## src/rtl/operand_seq_pkg.sv

```systemverilog
// Shared state encoding and default widths for the operand sequencer.
package operand_seq_pkg;

  localparam int unsigned DEFAULT_DATA_WIDTH = 8;
  localparam int unsigned DEFAULT_ADDR_WIDTH = 4;

  localparam int unsigned STATE_WIDTH = 2;

  localparam logic [1:0] ST_IDLE = 2'd0;
  localparam logic [1:0] ST_LOAD = 2'd1;
  localparam logic [1:0] ST_EXEC = 2'd2;
  localparam logic [1:0] ST_FIN  = 2'd3;

endpackage : operand_seq_pkg

```

## src/rtl/seq_counter.sv

```systemverilog
// Entry pointer for the operand sequencer: clear, increment and ptr==last compare.
module seq_counter
  import operand_seq_pkg::*;
#(
  parameter int unsigned WIDTH = DEFAULT_ADDR_WIDTH
) (
  input  logic             clk,
  input  logic             reset,
  input  logic             clear,
  input  logic             inc,
  input  logic [WIDTH-1:0] last,
  output logic [WIDTH-1:0] ptr,
  output logic             is_last_c
);

  // Pointer register; clear wins over increment so a job never wraps.
  always_ff @(posedge clk) begin
    if (reset) begin
      ptr <= '0;
    end else if (clear) begin
      ptr <= '0;
    end else if (inc) begin
      ptr <= ptr + WIDTH'(1);
    end
  end

  // Terminal compare against the latched job length.
  assign is_last_c = (ptr == last);

endmodule : seq_counter

```

## src/rtl/operand_sequencer.sv

```systemverilog
// Loads depth+1 operand pairs into memories A/B, then issues each entry to the ALU.
module operand_sequencer
  import operand_seq_pkg::*;
#(
  parameter int unsigned DATA_WIDTH = DEFAULT_DATA_WIDTH,
  parameter int unsigned ADDR_WIDTH = DEFAULT_ADDR_WIDTH
) (
  input  logic                  clk,
  input  logic                  reset,
  input  logic                  start,
  input  logic                  abort,
  input  logic [ADDR_WIDTH-1:0] depth,
  input  logic                  load_valid,
  output logic                  load_ready,
  input  logic [DATA_WIDTH-1:0] load_a,
  input  logic [DATA_WIDTH-1:0] load_b,
  output logic                  CS_0,
  output logic                  CS_1,
  output logic                  wr_en_0,
  output logic                  wr_en_1,
  output logic [ADDR_WIDTH-1:0] addr_out_0,
  output logic [ADDR_WIDTH-1:0] addr_out_1,
  output logic [DATA_WIDTH-1:0] a_out,
  output logic [DATA_WIDTH-1:0] b_out,
  output logic [ADDR_WIDTH-1:0] opcode_out,
  output logic                  busy,
  output logic                  done
);

  logic [STATE_WIDTH-1:0] state;
  logic [STATE_WIDTH-1:0] state_nxt;
  logic [ADDR_WIDTH-1:0]  last;
  logic [ADDR_WIDTH-1:0]  ptr;
  logic                   is_last_c;
  logic                   ctr_clear;
  logic                   ctr_inc;
  logic                   last_load;

  logic                   cs_nxt;
  logic                   wr_nxt;
  logic [ADDR_WIDTH-1:0]  addr_nxt;
  logic [DATA_WIDTH-1:0]  a_nxt;
  logic [DATA_WIDTH-1:0]  b_nxt;
  logic [ADDR_WIDTH-1:0]  op_nxt;
  logic                   ready_nxt;
  logic                   busy_nxt;
  logic                   done_nxt;

  seq_counter #(
    .WIDTH(ADDR_WIDTH)
  ) u_counter (
    .clk      (clk),
    .reset    (reset),
    .clear    (ctr_clear),
    .inc      (ctr_inc),
    .last     (last),
    .ptr      (ptr),
    .is_last_c(is_last_c)
  );

  // State register.
  always_ff @(posedge clk) begin
    if (reset) begin
      state <= ST_IDLE;
    end else begin
      state <= state_nxt;
    end
  end

  // Job length is captured only when a job is accepted from IDLE.
  always_ff @(posedge clk) begin
    if (reset) begin
      last <= '0;
    end else if (last_load) begin
      last <= depth;
    end
  end

  // Next state, counter control and next registered output values.
  always_comb begin
    state_nxt = state;
    ctr_clear = 1'b0;
    ctr_inc   = 1'b0;
    last_load = 1'b0;
    cs_nxt    = 1'b0;
    wr_nxt    = 1'b0;
    addr_nxt  = '0;
    a_nxt     = '0;
    b_nxt     = '0;
    op_nxt    = '0;
    done_nxt  = 1'b0;

    case (state)
      ST_IDLE: begin
        if (start && !abort) begin
          state_nxt = ST_LOAD;
          ctr_clear = 1'b1;
          last_load = 1'b1;
        end
      end
      ST_LOAD: begin
        if (abort) begin
          state_nxt = ST_IDLE;
          ctr_clear = 1'b1;
        end else if (load_valid) begin
          cs_nxt   = 1'b1;
          wr_nxt   = 1'b1;
          addr_nxt = ptr;
          a_nxt    = load_a;
          b_nxt    = load_b;
          if (is_last_c) begin
            state_nxt = ST_EXEC;
            ctr_clear = 1'b1;
          end else begin
            ctr_inc = 1'b1;
          end
        end
      end
      ST_EXEC: begin
        if (abort) begin
          state_nxt = ST_IDLE;
          ctr_clear = 1'b1;
        end else begin
          cs_nxt   = 1'b1;
          addr_nxt = ptr;
          op_nxt   = ptr;
          if (is_last_c) begin
            state_nxt = ST_FIN;
            ctr_clear = 1'b1;
          end else begin
            ctr_inc = 1'b1;
          end
        end
      end
      ST_FIN: begin
        state_nxt = ST_IDLE;
        ctr_clear = 1'b1;
        done_nxt  = !abort;
      end
      default: begin
        state_nxt = ST_IDLE;
        ctr_clear = 1'b1;
      end
    endcase

    ready_nxt = (state_nxt == ST_LOAD);
    busy_nxt  = (state_nxt != ST_IDLE);
  end

  // Output registers; both memories share select, address and write strobe.
  always_ff @(posedge clk) begin
    if (reset) begin
      CS_0       <= 1'b0;
      CS_1       <= 1'b0;
      wr_en_0    <= 1'b0;
      wr_en_1    <= 1'b0;
      addr_out_0 <= '0;
      addr_out_1 <= '0;
      a_out      <= '0;
      b_out      <= '0;
      opcode_out <= '0;
      load_ready <= 1'b0;
      busy       <= 1'b0;
      done       <= 1'b0;
    end else begin
      CS_0       <= cs_nxt;
      CS_1       <= cs_nxt;
      wr_en_0    <= wr_nxt;
      wr_en_1    <= wr_nxt;
      addr_out_0 <= addr_nxt;
      addr_out_1 <= addr_nxt;
      a_out      <= a_nxt;
      b_out      <= b_nxt;
      opcode_out <= op_nxt;
      load_ready <= ready_nxt;
      busy       <= busy_nxt;
      done       <= done_nxt;
    end
  end

endmodule : operand_sequencer
```

## config.mk

```make
export PLATFORM = sky130hd
export DESIGN_NAME = operand_sequencer
export DESIGN_NICKNAME = d
export VERILOG_FILES = /design/src/rtl/operand_seq_pkg.sv /design/src/rtl/seq_counter.sv /design/src/rtl/operand_sequencer.sv
export SDC_FILE = /design/constraint.sdc
export NUM_CORES = 1
export LEC_CHECK = 0
export CAP_MARGIN = 20
export CORE_ASPECT_RATIO = 0.5
export CORE_MARGIN = 2
export CORE_UTILIZATION = 42
export CTS_BUF_LIST = sky130_fd_sc_hd__clkbuf_8 sky130_fd_sc_hd__clkbuf_16
export DETAILED_ROUTE_END_ITERATION = 6
export HOLD_SLACK_MARGIN = 0.06
export PLACE_DENSITY = 0.79
export SYNTH_ARGS = -nofsm -noshare
export SYNTH_HDL_FRONTEND = slang
export SYNTH_SLANG_ARGS = --single-unit
```

## constraint.sdc

```tcl
create_clock -name clk -period 2.15 [get_ports clk]
set_clock_uncertainty 0.05 [all_clocks]
set_input_delay 0.43 -clock clk [delete_from_list [all_inputs] [get_ports clk]]
set_output_delay 0.43 -clock clk [all_outputs]
set_load 0.01 [all_outputs]
```

==> key figures, run 1 <==
Status
  • Outcome: finished clean

Yosys
  • Area leader, netlist: dfxtp_1
  • Syn Area/Cell: between 10 and 15 um2
  • Cell variety after synth: 29
  • Ranking of synthesized cells by area: dfxtp_1, and2_1, ha_1
  • Warnings from Yosys: 0
  • Prevailing post-synth register cell: dfxtp_1
  • FFs w/ async S/R, synth: 0
  • Synthesized net count: approximately 170
  • Seq/Total Area, Yosys: 0.540
  • Yosys top cell area share: 0.540
  • Post-synth EDFFs: 0
  • Syn Inst Count: roughly 140
  • Mapped cell area: 1450 um2
  • Synth Register Bits: 39

Floorplan
  • Chip height: 45.5 um
  • Core box area: 3140 um2
  • Die Footprint: 3960 um2
  • Initial Utilization: 0.461
  • Row count: 14
  • Die span in x: 87.0 um
  • # IOs: 60

Routing
  • WL final: 3.00 mm
  • Post-route ant nets: 0
  • # DRC: 0
  • First drt pass iteration count: 4
  • WL/cell: 12.5 um
  • Via/cell ratio: around 4.7
  • DR vias: 1120
  • Initial DRC Count: 25

Finish
  • Net count, final: 230
  • Layout cell share with drive strength beyond 1: 0.0800
  • Diodes inserted: 0
  • Area Overhead vs Synth: 51.6%

Pwr
  • Power Dens Cells: 738 nW/um2
  • Clock power share: 0.443
  • Psw: 0.000333 W
  • Combinational power share: 0.097
  • Power Internal: 0.00129 W
  • Total power: about 0.0016 W
  • Lkg Pwr: 0.904 nW
  • Sw frac: 0.206
  • VDD IR-drop max: just over 300 uV
  • Sequential share of power: 0.460

Setup path
  • Worst path required time: about 2300 ps
  • CP Launch Type: flop
  • Worst R2R Path Depth: 6
  • Crit. End Element: flop
  • Crit Path Class: flop to flop
  • Crit-path max FO: 6
  • WP data arrival: just over 2000 ps

Clock tree
  • Clock slew at reported path FFs: 70 ps
  • H-tree lvl count: 2
  • CTS sink cnt: 39
  • TritonCTS Buffers: 5
  • CTS resizes: 0
  • Hold Buf Count CTS: 0
  • TritonCTS clock tree: yes
  • Worst-Skew Late Latency: 290 ps
  • Total setup buffers inserted after CTS: 0
  • CTS Buffer Depth: 2
  • Clock Tree Root: clkbuf_8

GRT
  • Vias in the first global route: 1033
  • Pin count of the biggest net entering global routing: 18
  • GRT Overall Usage: 0.161
  • GRT overflow: 0
  • First-pass GRT wire length: 4.69 mm
  • Initial antenna violation count: 0

Timing
  • Final Setup Violations: 0
  • Slew Viols, Final: 0
  • RSZ-0062 raised after global routing: no
  • Final Cycle Share: 0.880
  • Least-Margin Pin Slew: approximately 440 ps
  • Fmax: 529 MHz
  • Worst slew margin: 0.706
  • Final Hold Viols: 0
  • Setup TNS: 0 ps
  • Min Clock Period, post-route: approximately 1900 ps

Placed design
  • Buffers added on ports: ~60
  • DP HPWL: about 2.3 mm
  • Gpl congestion: between 0.7 and 0.8

Hold path
  • Worst hold path class: flop to flop
  • Hold depth: 2

Flow run
  • Max cap viols: 0
-- final timing paths --
| kind | end | slack [ps] | from |
|---|---|---|---|
| setup / recovery | u_counter.ptr[1]$_SDFFE_PP0P_ | 260 | state[0]$_SDFF_PP0_ |
| hold / removal | last[0]$_SDFFE_PP0P_ | 480 | last[0]$_SDFFE_PP0P_ |
| setup reg to reg | u_counter.ptr[1]$_SDFFE_PP0P_ | 260 | state[0]$_SDFF_PP0_ |
| hold reg to reg | last[0]$_SDFFE_PP0P_ | 480 | last[0]$_SDFFE_PP0P_ |
-- worst max-delay path: stages, from the launching register on --
cell and delay [ps]:
dfxtp_1 430, inv_1 130, ha_1 310, or3b_4 400, or2_1 260, mux2i_1 150
nor2_1 50
-- stage by stage --
stage	setup WS, ps	instances	util	hold WS, ps	cell area, um2
floorplan	397	138	-	434	1450
global placement	172	232	0.657	452	2060
detailed placement	122	232	0.657	459	2060
CTS	246	240	0.699	476	2190
global route	124	240	0.699	499	2190
finish	258	240	0.699	476	2190
-- Yosys cell counts (3+ instances only) --
library cell  instances
mux2i_1               5
inv_1                 4
nor3b_1               3
a21oi_1               5
dfxtp_1              39
nor3_1                3
nand2_1               3
xor2_1                5
buf_4                 6
o21ai_0               4
nor2_1               14
ha_1                  6
and2_1               22
-- cell usage in the layout (no fill, tap or decap) --
| cell type | count |
|---|---|
| nor2_1 | 14 |
| nor4_4 | 1 |
| clkbuf_8 | 5 |
| a211oi_2 | 1 |
| or2_1 | 1 |
| nor3_1 | 3 |
| a211oi_1 | 1 |
| nand3_1 | 1 |
| bufinv_16 | 2 |
| a31oi_1 | 1 |
| or3b_4 | 1 |
| ha_1 | 6 |
| o31a_1 | 1 |
| mux2i_1 | 5 |
| xnor2_1 | 2 |
| inv_1 | 5 |
| nand2_1 | 3 |
| nand2b_1 | 1 |
| nor3b_1 | 3 |
| a21o_1 | 1 |
| and2_2 | 2 |
| a22oi_1 | 1 |
| xor2_1 | 5 |
| a21oi_1 | 5 |
| and2_1 | 22 |
| nand3b_1 | 1 |
| buf_4 | 4 |
| o21ai_0 | 4 |
| clkdlybuf4s50_1 | 59 |
| dfxtp_1 | 39 |
-- flip-flops by register name (all words and copies together) (netlist names) --
name and flops:
busy 1, CS_1 1, opcode_out 4, b_out 8
a_out 8, u_counter.ptr 4, last 4, load_ready 1
done 1, wr_en_1 1, state 2, addr_out_1 4
-- area by class of cell --
type	count	area, um2
Clock buffer	5	68.8
Tap cell	40	50.0
Clock inverter	3	63.8
Timing Repair Buffer	63	621
Sequential cell	39	781
Inverter	4	15.0
Fill cell	226	943
Multi-Input combinational cell	86	593
-- cells by family (layout without fill, tap and decap cells) --
group           after synthesis  after routing  share of synthesized area
compound gates               15             15                     0.0658
xor+xnor                      7              7                     0.0424
fa+ha+maj                     6              6                     0.0519
buf+inv                      13             75                     0.0502
flops                        39             39                      0.540
mux                           5              5                     0.0346
simple gates                 53             53                      0.215
-- metal layers --
| metal | wire [um] | track usage | up-vias | part of all wire |
|---|---|---|---|---|
| met2 | 1430 | 0.276 | 41 | 0.48 |
| met1 | 1330 | 0.181 | 509 | 0.44 |
| met4 | 23 | 0.0563 | 0 | 0.0077 |
| li1 | - | - | 567 | - |
| met3 | 213 | 0.0761 | 3 | 0.071 |
| met5 | 0 | 0 | - | 0 |
-- power by group through the flow --
stage	Clock [W]	Combinational (W)	Sequential (W)
6_report	0.000717	0.000157	0.000745
2_1_floorplan	0	0.0000731	0.000765
4_1_cts	0.000730	0.000157	0.000745
3_3_place_gp	0	0.000153	0.000762
3_5_place_dp	0	0.000157	0.000762
5_1_grt	0.000756	0.000172	0.000746
No activity file was read; power rests on OpenSTA's default activity.
==> inputs of run 2 (changes only) <==
--- a/config.mk
+++ b/config.mk
@@ -15,2 +15,3 @@
 export PLACE_DENSITY = 0.79
+export SLEW_MARGIN = 20
 export SYNTH_ARGS = -nofsm -noshare
==> constraint.sdc (replaced) <==
create_clock -name clk -period 2.15 [get_ports clk]
set_clock_uncertainty 0.05 [all_clocks]
set_input_delay 0.3225 -clock clk [delete_from_list [all_inputs] [get_ports clk]]
set_output_delay 0.3225 -clock clk [all_outputs]
set_load 0.01 [all_outputs]
==> run 2 against run 1 <==
  * Register-to-register slack hardly changed
  * Fmax is 0.76% lower
  * Wire length is 4.2% lower
  * Combinational power hardly changed
  * Setup slack worse by 14 ps
  * First-iteration DRC count is 44% lower
  * Final area is 2.5% lower
  * Die area stayed put
  * Highest routed layer unchanged
==> key figures, run 2 (synthesis results as in run 1) <==
Status
  • Outcome: finished clean (unchanged)

Clock tree
  • Clock slew at reported path FFs: 70 ps (about the same)
  • TritonCTS Buffers: 5 (unchanged)
  • Clock Tree Root: clkbuf_8 (unchanged)
  • Worst-Skew Late Latency: 280 ps (was 290 ps)
  • CTS resizes: 0 (unchanged)
  • CTS sink cnt: 39 (unchanged)
  • Total setup buffers inserted after CTS: 0 (unchanged)
  • TritonCTS clock tree: yes (unchanged)
  • Hold Buf Count CTS: 0 (unchanged)
  • CTS Buffer Depth: 2 (unchanged)
  • H-tree lvl count: 2 (unchanged)

Floorplan
  • Core box area: 3140 um2 (unchanged)
  • # IOs: 60 (unchanged)
  • Die span in x: 87.0 um (unchanged)
  • Die Footprint: 3960 um2 (unchanged)
  • Row count: 14 (unchanged)
  • Chip height: 45.5 um (unchanged)
  • Initial Utilization: 0.461 (unchanged)

Setup path
  • CP Launch Type: flop (unchanged)
  • Worst setup path endpoint: u_counter.ptr[1]$_SDFFE_PP0P_ (unchanged)
  • Worst setup path startpoint: state[0]$_SDFF_PP0_ (unchanged)
  • Crit path cell chain: inv_1 > ha_1 > or3b_4 > or2_1 > mux2i_1 > nor2_1 (unchanged)
  • Crit Path Class: flop to flop (unchanged)
  • Slowest stage cell, crit path: dfxtp_1 (unchanged)
  • Crit-path max FO: 6 (unchanged)
  • WP data arrival: 2020 ps (about the same)
  • Crit-path leading delay family: simple AND/OR/NAND/NOR gates (unchanged)
  • RR Startpoint: state[0]$_SDFF_PP0_ (unchanged)
  • Crit path buffers/inverters: 1 (unchanged)
  • Reg2reg end: u_counter.ptr[1]$_SDFFE_PP0P_ (unchanged)
  • Crit. End Element: flop (unchanged)
  • Worst path required time: 2270 ps (was 2280 ps)
  • CP max stage delay: 430 ps (about the same)
  • Levels on crit path: 6 (unchanged)
  • Worst R2R Path Depth: 6 (unchanged)
  • Reg-to-reg slack, setup: 240 ps (was 260 ps)

Timing
  • Final Cycle Share: 0.887 (was 0.880)
  • Min Clock Period, post-route: 1910 ps (was 1890 ps)
  • Worst slew margin: 0.682 (was 0.706)
  • Worst-case hold slack: 471 ps (was 476 ps)
  • Least-Margin Pin Slew: 473 ps (was 438 ps)
  • Final worst slack: 244 ps (was 258 ps)
  • Final Setup Violations: 0 (unchanged)
  • Fmax: 525 MHz (was 529 MHz)
  • Slew Viols, Final: 0 (unchanged)
  • Final Hold Viols: 0 (unchanged)
  • Setup TNS: 0 ps (unchanged)
  • RSZ-0062 raised after global routing: no (unchanged)

Finish
  • Diodes inserted: 0 (unchanged)
  • Net count, final: 229 (was 230)
  • Layout cell share with drive strength beyond 1: 0.0754 (was 0.0800)
  • Layout Cells excl Fill: 239 (was 240)
  • Cell area after layout: 2140 um2 (was 2190 um2)
  • Area Overhead vs Synth: 47.8% (was 51.6%)
  • Regs by FF count: a_out (8), b_out (8) (unchanged)
  • Most common cell after layout, fill and taps aside: clkdlybuf4s50_1 (unchanged)
  • Commonest non-fill, non-tap cells in the layout: clkdlybuf4s50_1, dfxtp_1, and2_1 (unchanged)

Pwr
  • Power Dens Cells: 638 nW/um2 (was 738 nW/um2)
  • Lkg Pwr: 0.875 nW (was 0.904 nW)
  • VDD IR-drop max: 274 uV (was 309 uV)

Placed design
  • DP HPWL: 2.24 mm (was 2.32 mm)
  • Post-DP Area: 2050 um2 (was 2060 um2)
  • Gpl congestion: 0.764 (was 0.793)
  • Worst slack, placed: 146 ps (was 122 ps)
  • DP Cell Count: 231 (was 232)
  • Buffers added on ports: 59 (unchanged)

Routing
  • First drt pass iteration count: 4 (unchanged)
  • WL/cell: 12.0 um (was 12.5 um)
  • DR vias: 1079 (was 1120)
  • Initial DRC Count: 14 (was 25)
  • Post-route ant nets: 0 (unchanged)
  • Via/cell ratio: 4.51 (was 4.67)
  • # DRC: 0 (unchanged)
  • WL final: 2.88 mm (was 3.00 mm)

GRT
  • Initial antenna violation count: 0 (unchanged)
  • GRT overflow: 0 (unchanged)
  • Pin count of the biggest net entering global routing: 18 (unchanged)
  • GRT Overall Usage: 0.157 (was 0.161)
  • Vias in the first global route: 1015 (was 1033)
  • First-pass GRT wire length: 4.63 mm (was 4.69 mm)

Hold path
  • HP Start: last[0]$_SDFFE_PP0P_ (unchanged)
  • Worst hold path class: flop to flop (unchanged)

Flow run
  • Max cap viols: 0 (unchanged)
==> run 2: worst min-delay path: stages (launching register included) <==
cell	delay, ps
dfxtp_1	340
mux2i_1	70
nor2_1	70
==> run 2: worst min-delay path by stage <==
stage | endpoint | slack, ps | cells past startpoint
after global routing | last[3]$_SDFFE_PP0P_ | 510 | 2
after detailed placement | last[0]$_SDFFE_PP0P_ | 460 | 2
after floorplan | CS_1$_SDFF_PP0_ | 370 | 1
after global placement | last[3]$_SDFFE_PP0P_ | 450 | 2
after CTS | last[3]$_SDFFE_PP0P_ | 480 | 2
final | last[0]$_SDFFE_PP0P_ | 470 | 2
==> run 2: cell type report <==
type	count	area, um2
Sequential cell	39	781
Clock inverter	3	16.3
Inverter	4	15.0
Timing Repair Buffer	62	613
Fill cell	228	998
Multi-Input combinational cell	86	593
Tap cell	40	50.0
Clock buffer	5	68.8
==> run 2: power breakdown <==
group          switching, W  leakage, nW  internal (W)  total [W]
Sequential       0.00000860        0.315      0.000737   0.000745
Clock              0.000239       0.0453      0.000222   0.000461
Combinational     0.0000673        0.514     0.0000892   0.000156
Total              0.000315        0.875       0.00105    0.00136
==> run 2: per-stage QoR <==
stage | util | power [W]
after floorplan | - | 0.000838
after global placement | 0.654 | 0.000914
after detailed placement | 0.654 | 0.000918
after CTS | 0.682 | 0.00138
after global routing | 0.682 | 0.00143
final | 0.682 | 0.00136
==> run 2: routing by layer <==
| metal | track usage | routed length (um) |
|---|---|---|
| met1 | 0.172 | 1230 |
| met2 | 0.284 | 1400 |
| met3 | 0.0543 | 218 |
| met4 | 0.0719 | 34 |
| met5 | 0 | 0 |
==> inputs of run 3 (changes only) <==
Settings changed: ABC_CLOCK_PERIOD_IN_PS set to 2150, CORE_UTILIZATION 42 to 44, DONT_BUFFER_PORTS set to 1, PLACE_DENSITY 0.79 to not set.
==> run 3 against run 2 <==
  * Worst hold slack got worse by 370 ps
  * Sequential cell count unchanged
  * Die area fell by 4.2%
  * Register-to-register slack improved by 40 ps
  * Highest routed layer unchanged
  * Final area decreased by 25%
  * Clock power grew 53%
  * Fmax up 1.9%
  * Via count down 18%
  * Setup slack better by 35 ps
  * Cell count down 25%
==> key figures, run 3 (synthesis results as in run 1) <==
Timing
  • Least-Margin Pin Slew: 471 ps (was 473 ps)
  • RSZ-0062 raised after global routing: no (unchanged)
  • Final Setup Violations: 0 (unchanged)
  • Worst slew margin: 0.684 (was 0.682)
  • Slew Viols, Final: 0 (unchanged)
  • Setup TNS: 0 ps (unchanged)
  • Fmax: 534 MHz (was 525 MHz)
  • Final Cycle Share: 0.870 (was 0.887)
  • Min Clock Period, post-route: 1870 ps (was 1910 ps)
  • Final Hold Viols: 0 (unchanged)

Finish
  • Cell area after layout: 1600 um2 (was 2140 um2)
  • Regs by FF count: a_out (8), b_out (8) (unchanged)
  • Most common cell after layout, fill and taps aside: dfxtp_1 (was clkdlybuf4s50_1)
  • Diodes inserted: 0 (unchanged)
  • Commonest non-fill, non-tap cells in the layout: dfxtp_1, and2_1, nor2_1 (was clkdlybuf4s50_1, dfxtp_1, and2_1)
  • Area Overhead vs Synth: 10.8% (was 47.8%)
  • Layout cell share with drive strength beyond 1: 0.100 (was 0.0754)
  • Net count, final: 170 (was 229)

Floorplan
  • # IOs: 60 (unchanged)
  • Die span in x: 85.1 um (was 87.0 um)
  • Row count: 14 (unchanged)
  • Core box area: 3070 um2 (was 3140 um2)
  • Initial Utilization: 0.472 (was 0.461)
  • Chip height: 44.5 um (was 45.5 um)
  • Die Footprint: 3790 um2 (was 3960 um2)

Setup path
  • Crit Path Class: flop to flop (unchanged)
  • CP Launch Type: flop (unchanged)
  • Crit-path max FO: 6 (unchanged)
  • Crit. End Element: flop (unchanged)
  • WP data arrival: 1990 ps (was 2020 ps)
  • Worst path required time: 2260 ps (was 2270 ps)

Placed design
  • Post-DP Area: 1450 um2 (was 2050 um2)
  • DP HPWL: 1.62 mm (was 2.24 mm)
  • Buffers added on ports: 0 (was 59)
  • Gpl congestion: 0.855 (was 0.764)

Clock tree
  • Clock Tree Root: clkbuf_8 (unchanged)
  • Clock slew at reported path FFs: 80 ps (was 70 ps)
  • CTS resizes: 0 (unchanged)
  • TritonCTS Buffers: 5 (unchanged)
  • CTS Buffer Depth: 2 (unchanged)
  • H-tree lvl count: 2 (unchanged)
  • Hold Buf Count CTS: 2 (was 0)
  • CTS sink cnt: 39 (unchanged)
  • Total setup buffers inserted after CTS: 0 (unchanged)
  • TritonCTS clock tree: yes (unchanged)
  • Worst-Skew Late Latency: 280 ps (about the same)

Routing
  • WL/cell: 13.1 um (was 12.0 um)
  • Via/cell ratio: 4.92 (was 4.51)
  • Initial DRC Count: 36 (was 14)
  • # DRC: 0 (unchanged)
  • DR vias: 885 (was 1079)
  • Post-route ant nets: 0 (unchanged)
  • WL final: 2.36 mm (was 2.88 mm)
  • First drt pass iteration count: 4 (unchanged)

GRT
  • Initial antenna violation count: 0 (unchanged)
  • Vias in the first global route: 793 (was 1015)
  • GRT overflow: 0 (unchanged)
  • GRT Overall Usage: 0.131 (was 0.157)
  • Pin count of the biggest net entering global routing: 18 (unchanged)
  • First-pass GRT wire length: 3.63 mm (was 4.63 mm)

Pwr
  • Lkg Pwr: 0.679 nW (was 0.875 nW)
  • VDD IR-drop max: 502 uV (was 274 uV)
  • Power Dens Cells: 963 nW/um2 (was 638 nW/um2)
  • Total power: 0.00154 W (was 0.00136 W)

Status
  • Outcome: finished clean (unchanged)

Flow run
  • Max cap viols: 0 (unchanged)

Hold path
  • Worst hold path class: primary input to flop (was flop to flop)
==> run 3: metal layers <==
layer,global-route usage,wire (um),up-vias,share of wire
li1,-,-,444,-
met1,0.158,1090,398,0.46
met2,0.194,1010,41,0.43
met3,0.0784,251,2,0.11
met4,0.0508,14,0,0.0059
met5,0,0,-,0
==> run 3: report_power, final <==
part           internal (W)  leakage [nW]  switching [W]
registers          0.000737         0.315      0.0000140
clock network      0.000463        0.0644       0.000243
logic             0.0000381         0.300      0.0000490
==> run 3: worst paths after layout <==
path | start | to | slack [ps] | cells past startpoint
setup reg to reg | state[0]$_SDFF_PP0_ | u_counter.ptr[1]$_SDFFE_PP0P_ | 280 | 6
hold / removal | load_b[7] | b_out[7]$_SDFF_PP0_ | 100 | 1
setup / recovery | state[0]$_SDFF_PP0_ | u_counter.ptr[1]$_SDFFE_PP0P_ | 280 | 6
hold reg to reg | last[0]$_SDFFE_PP0P_ | last[0]$_SDFFE_PP0P_ | 470 | 2
==> run 3: final cells by class <==
class / instances / area, um2
clock buffers: 5 / 68.8
clock inverters: 3 / 67.6
fillers: 261 / 1460
inverters: 4 / 15.0
multi-input cells: 86 / 593
flip-flops and latches: 39 / 781
well taps: 40 / 50.0
repair buffers: 3 / 27.5
==> run 3: worst max-delay path, stage by stage (launching register included) <==
cell	delay (ps)
dfxtp_1	420
inv_1	130
ha_1	310
or3b_4	390
or2_1	250
mux2i_1	150
nor2_1	50
==> run 3: through the flow <==
stage	setup WS (ps)	util	instances	hold slack (ps)
detailed placement	301	0.472	170	346
global placement	335	0.472	170	347
global route	156	0.523	180	89.8
floorplan	397	-	138	373
finish	279	0.523	180	101
CTS	285	0.523	180	89.2
==> RTL edit: new RTL, flow settings as in run 2 <==
`DEFAULT_ADDR_WIDTH`: 4 -> 6.
--- a/src/rtl/operand_seq_pkg.sv
+++ b/src/rtl/operand_seq_pkg.sv
@@ -2,7 +2,7 @@
 package operand_seq_pkg;
 
   localparam int unsigned DEFAULT_DATA_WIDTH = 8;
-  localparam int unsigned DEFAULT_ADDR_WIDTH = 4;
+  localparam int unsigned DEFAULT_ADDR_WIDTH = 6;
 
   localparam int unsigned STATE_WIDTH = 2;
 
Interface: changed (resized addr_out_0, addr_out_1, depth and opcode_out); port bits go from 60 to 68. The function was not compared with the original's and may differ.
==> RTL edit against run 2 <==
- sequential cell count grew 8
- area after synthesis grew 25%
- wire length grew 30%
- via count grew 35%
- power grew 25%
- cell area grew 21%
- maximum frequency shrank 3.1%
- setup slack lost 0.060 ns
- largest power group unchanged
==> RTL edit: results (changes against run 2) <==
- The reg-to-reg endpoint is u_counter.ptr[4].
- The post-placement worst setup slack was 0.173 ns (+0.0274 ns).
- The fraction of area in registers is 36.2% (-0.29 points).
- The detail-routed net length per standard cell is 12.5 microns (+3.5%).
- The CTS clock-pin slew for the worst setup and hold paths was 0.09 ns (+0.02 ns).
- The clock network area share is 4.43% (+0.45 points).
- The sequential element share of the synthesized area is 52.0% (-2.0 points).
- The estimated wirelength of the detail-placed design is 2.91 mm (+30%).
- The fill cell total of the finished layout came to 346 (+52%).
- The power density normalized to cell area is 658 mW/mm^2 (+3.2%).
- The worst-skew pair later-pin latency is 0.30 ns (+0.02 ns).
- The share of cell area taken by multi-input logic gates is 29.4% (+1.7 points).
- The layout sequential cell count is 47 (+21%).
- The launch point of the worst hold path is last[2].
- The ratio of routed vias to standard cells is 4.86 (+7.6%).
- The delay contributed by the slowest stage of the critical path is 0.38 ns (-0.05 ns).
- The data arrival time of the critical path is 2.11 ns (+0.09 ns).
- The portion of synthesized cell area occupied by the leading cell type is 52.0% (-2.0 points).
- The worst reg-to-reg path cell count came to 7 (+1).
- The iteration-0 DRC count of the detailed router is 29 (+15).
- The number of resized instances in the post-cts repair step was 0 (unchanged).
- The run finished with clean final reports.
- The total nets after synthesis is 216 (+28%).
- For hold timing, the worst endpoint is last[2].
- The buffer share of cell area is 26.7% (-2.0 points).
- The power drawn by the clock network is 659 uW (+43%).
- The fraction of layout instances using a drive strength above 1 was 6.48% (-1.1 points).
- The switching power summed over all nets is 387 uW (+23%).
- The via count of the first global-routing pass was 1,321 (+30%).
- The register-to-register setup slack was 0.18 ns (-0.06 ns).
- The share of total power in combinational logic came to 9.2% (-2.3 points).
- The combined global-route utilization of all metal layers is 16.4% (+0.72 points).
- The count of buffers inserted at the top-level ports is 67 (+14%).
- Sorting the synthesized cells by area gives the leading types as dfxtp_1 (52%), and2_1 (8.0%), ha_1 (4.1%), xor2_1 (3.4%), buf_4 (3.3%).
- The net total in the final layout was 279 (+22%).
- The static power due to leakage came to 0.00101 uW (+15%).
- The largest driver fanout on the critical path came to 13 (+7).
RTL edit: cell types whose count changed after synthesis, moves of 4 or more:
| cell | before | now |
|---|---|---|
| and3_1 | 0 | 8 |
| dfxtp_1 | 39 | 47 |
| nand2_1 | 3 | 11 |
| nand3_1 | 1 | 8 |
| buf_2 | 1 | 5 |
| mux2i_1 | 5 | 1 |
| nor2b_1 | 0 | 4 |
| o211ai_1 | 0 | 4 |
RTL edit: logic make-up (layout without fill, tap and decap cells):
group           Yosys count  count (layout)  synth area share, %
simple gates             77              77                 23.9
xor+xnor                 11              11                 5.32
fa+ha+maj                 6               6                 4.15
flops                    47              47                 52.0
mux                       1               1                0.553
compound gates           23              23                 8.37
buf+inv                  18              82                 5.74
RTL edit: routing by layer:
metal | global-route usage, % | wire length, microns
met4 | 7.51 | 51
met5 | 0 | 0
met1 | 19.7 | 1710
met2 | 27.7 | 1750
met3 | 5.01 | 241
RTL edit: worst max-delay path by stage:
| stage | endpoint | slack [ns] | depth (start not counted) |
|---|---|---|---|
| floorplan | u_counter.ptr[0] | 0.52 | 5 |
| global placement | a_out[4] | 0.22 | 5 |
| detailed placement | a_out[0] | 0.17 | 5 |
| CTS | u_counter.ptr[4] | 0.23 | 7 |
| global route | u_counter.ptr[4] | 0.05 | 7 |
| finish | u_counter.ptr[4] | 0.18 | 7 |
RTL edit: through the flow:
| stage | cells | cell area (sq um) |
|---|---|---|
| floorplan | 183 | 1810 |
| CTS | 301 | 2600 |
| global placement | 293 | 2480 |
| finish | 301 | 2600 |
| global route | 301 | 2600 |
| detailed placement | 293 | 2480 |
RTL edit: worst min-delay path, cell delays in order, from the launching register on:
cell     delay (ns)
dfxtp_1        0.33
nand2_1        0.06
a21oi_1        0.05
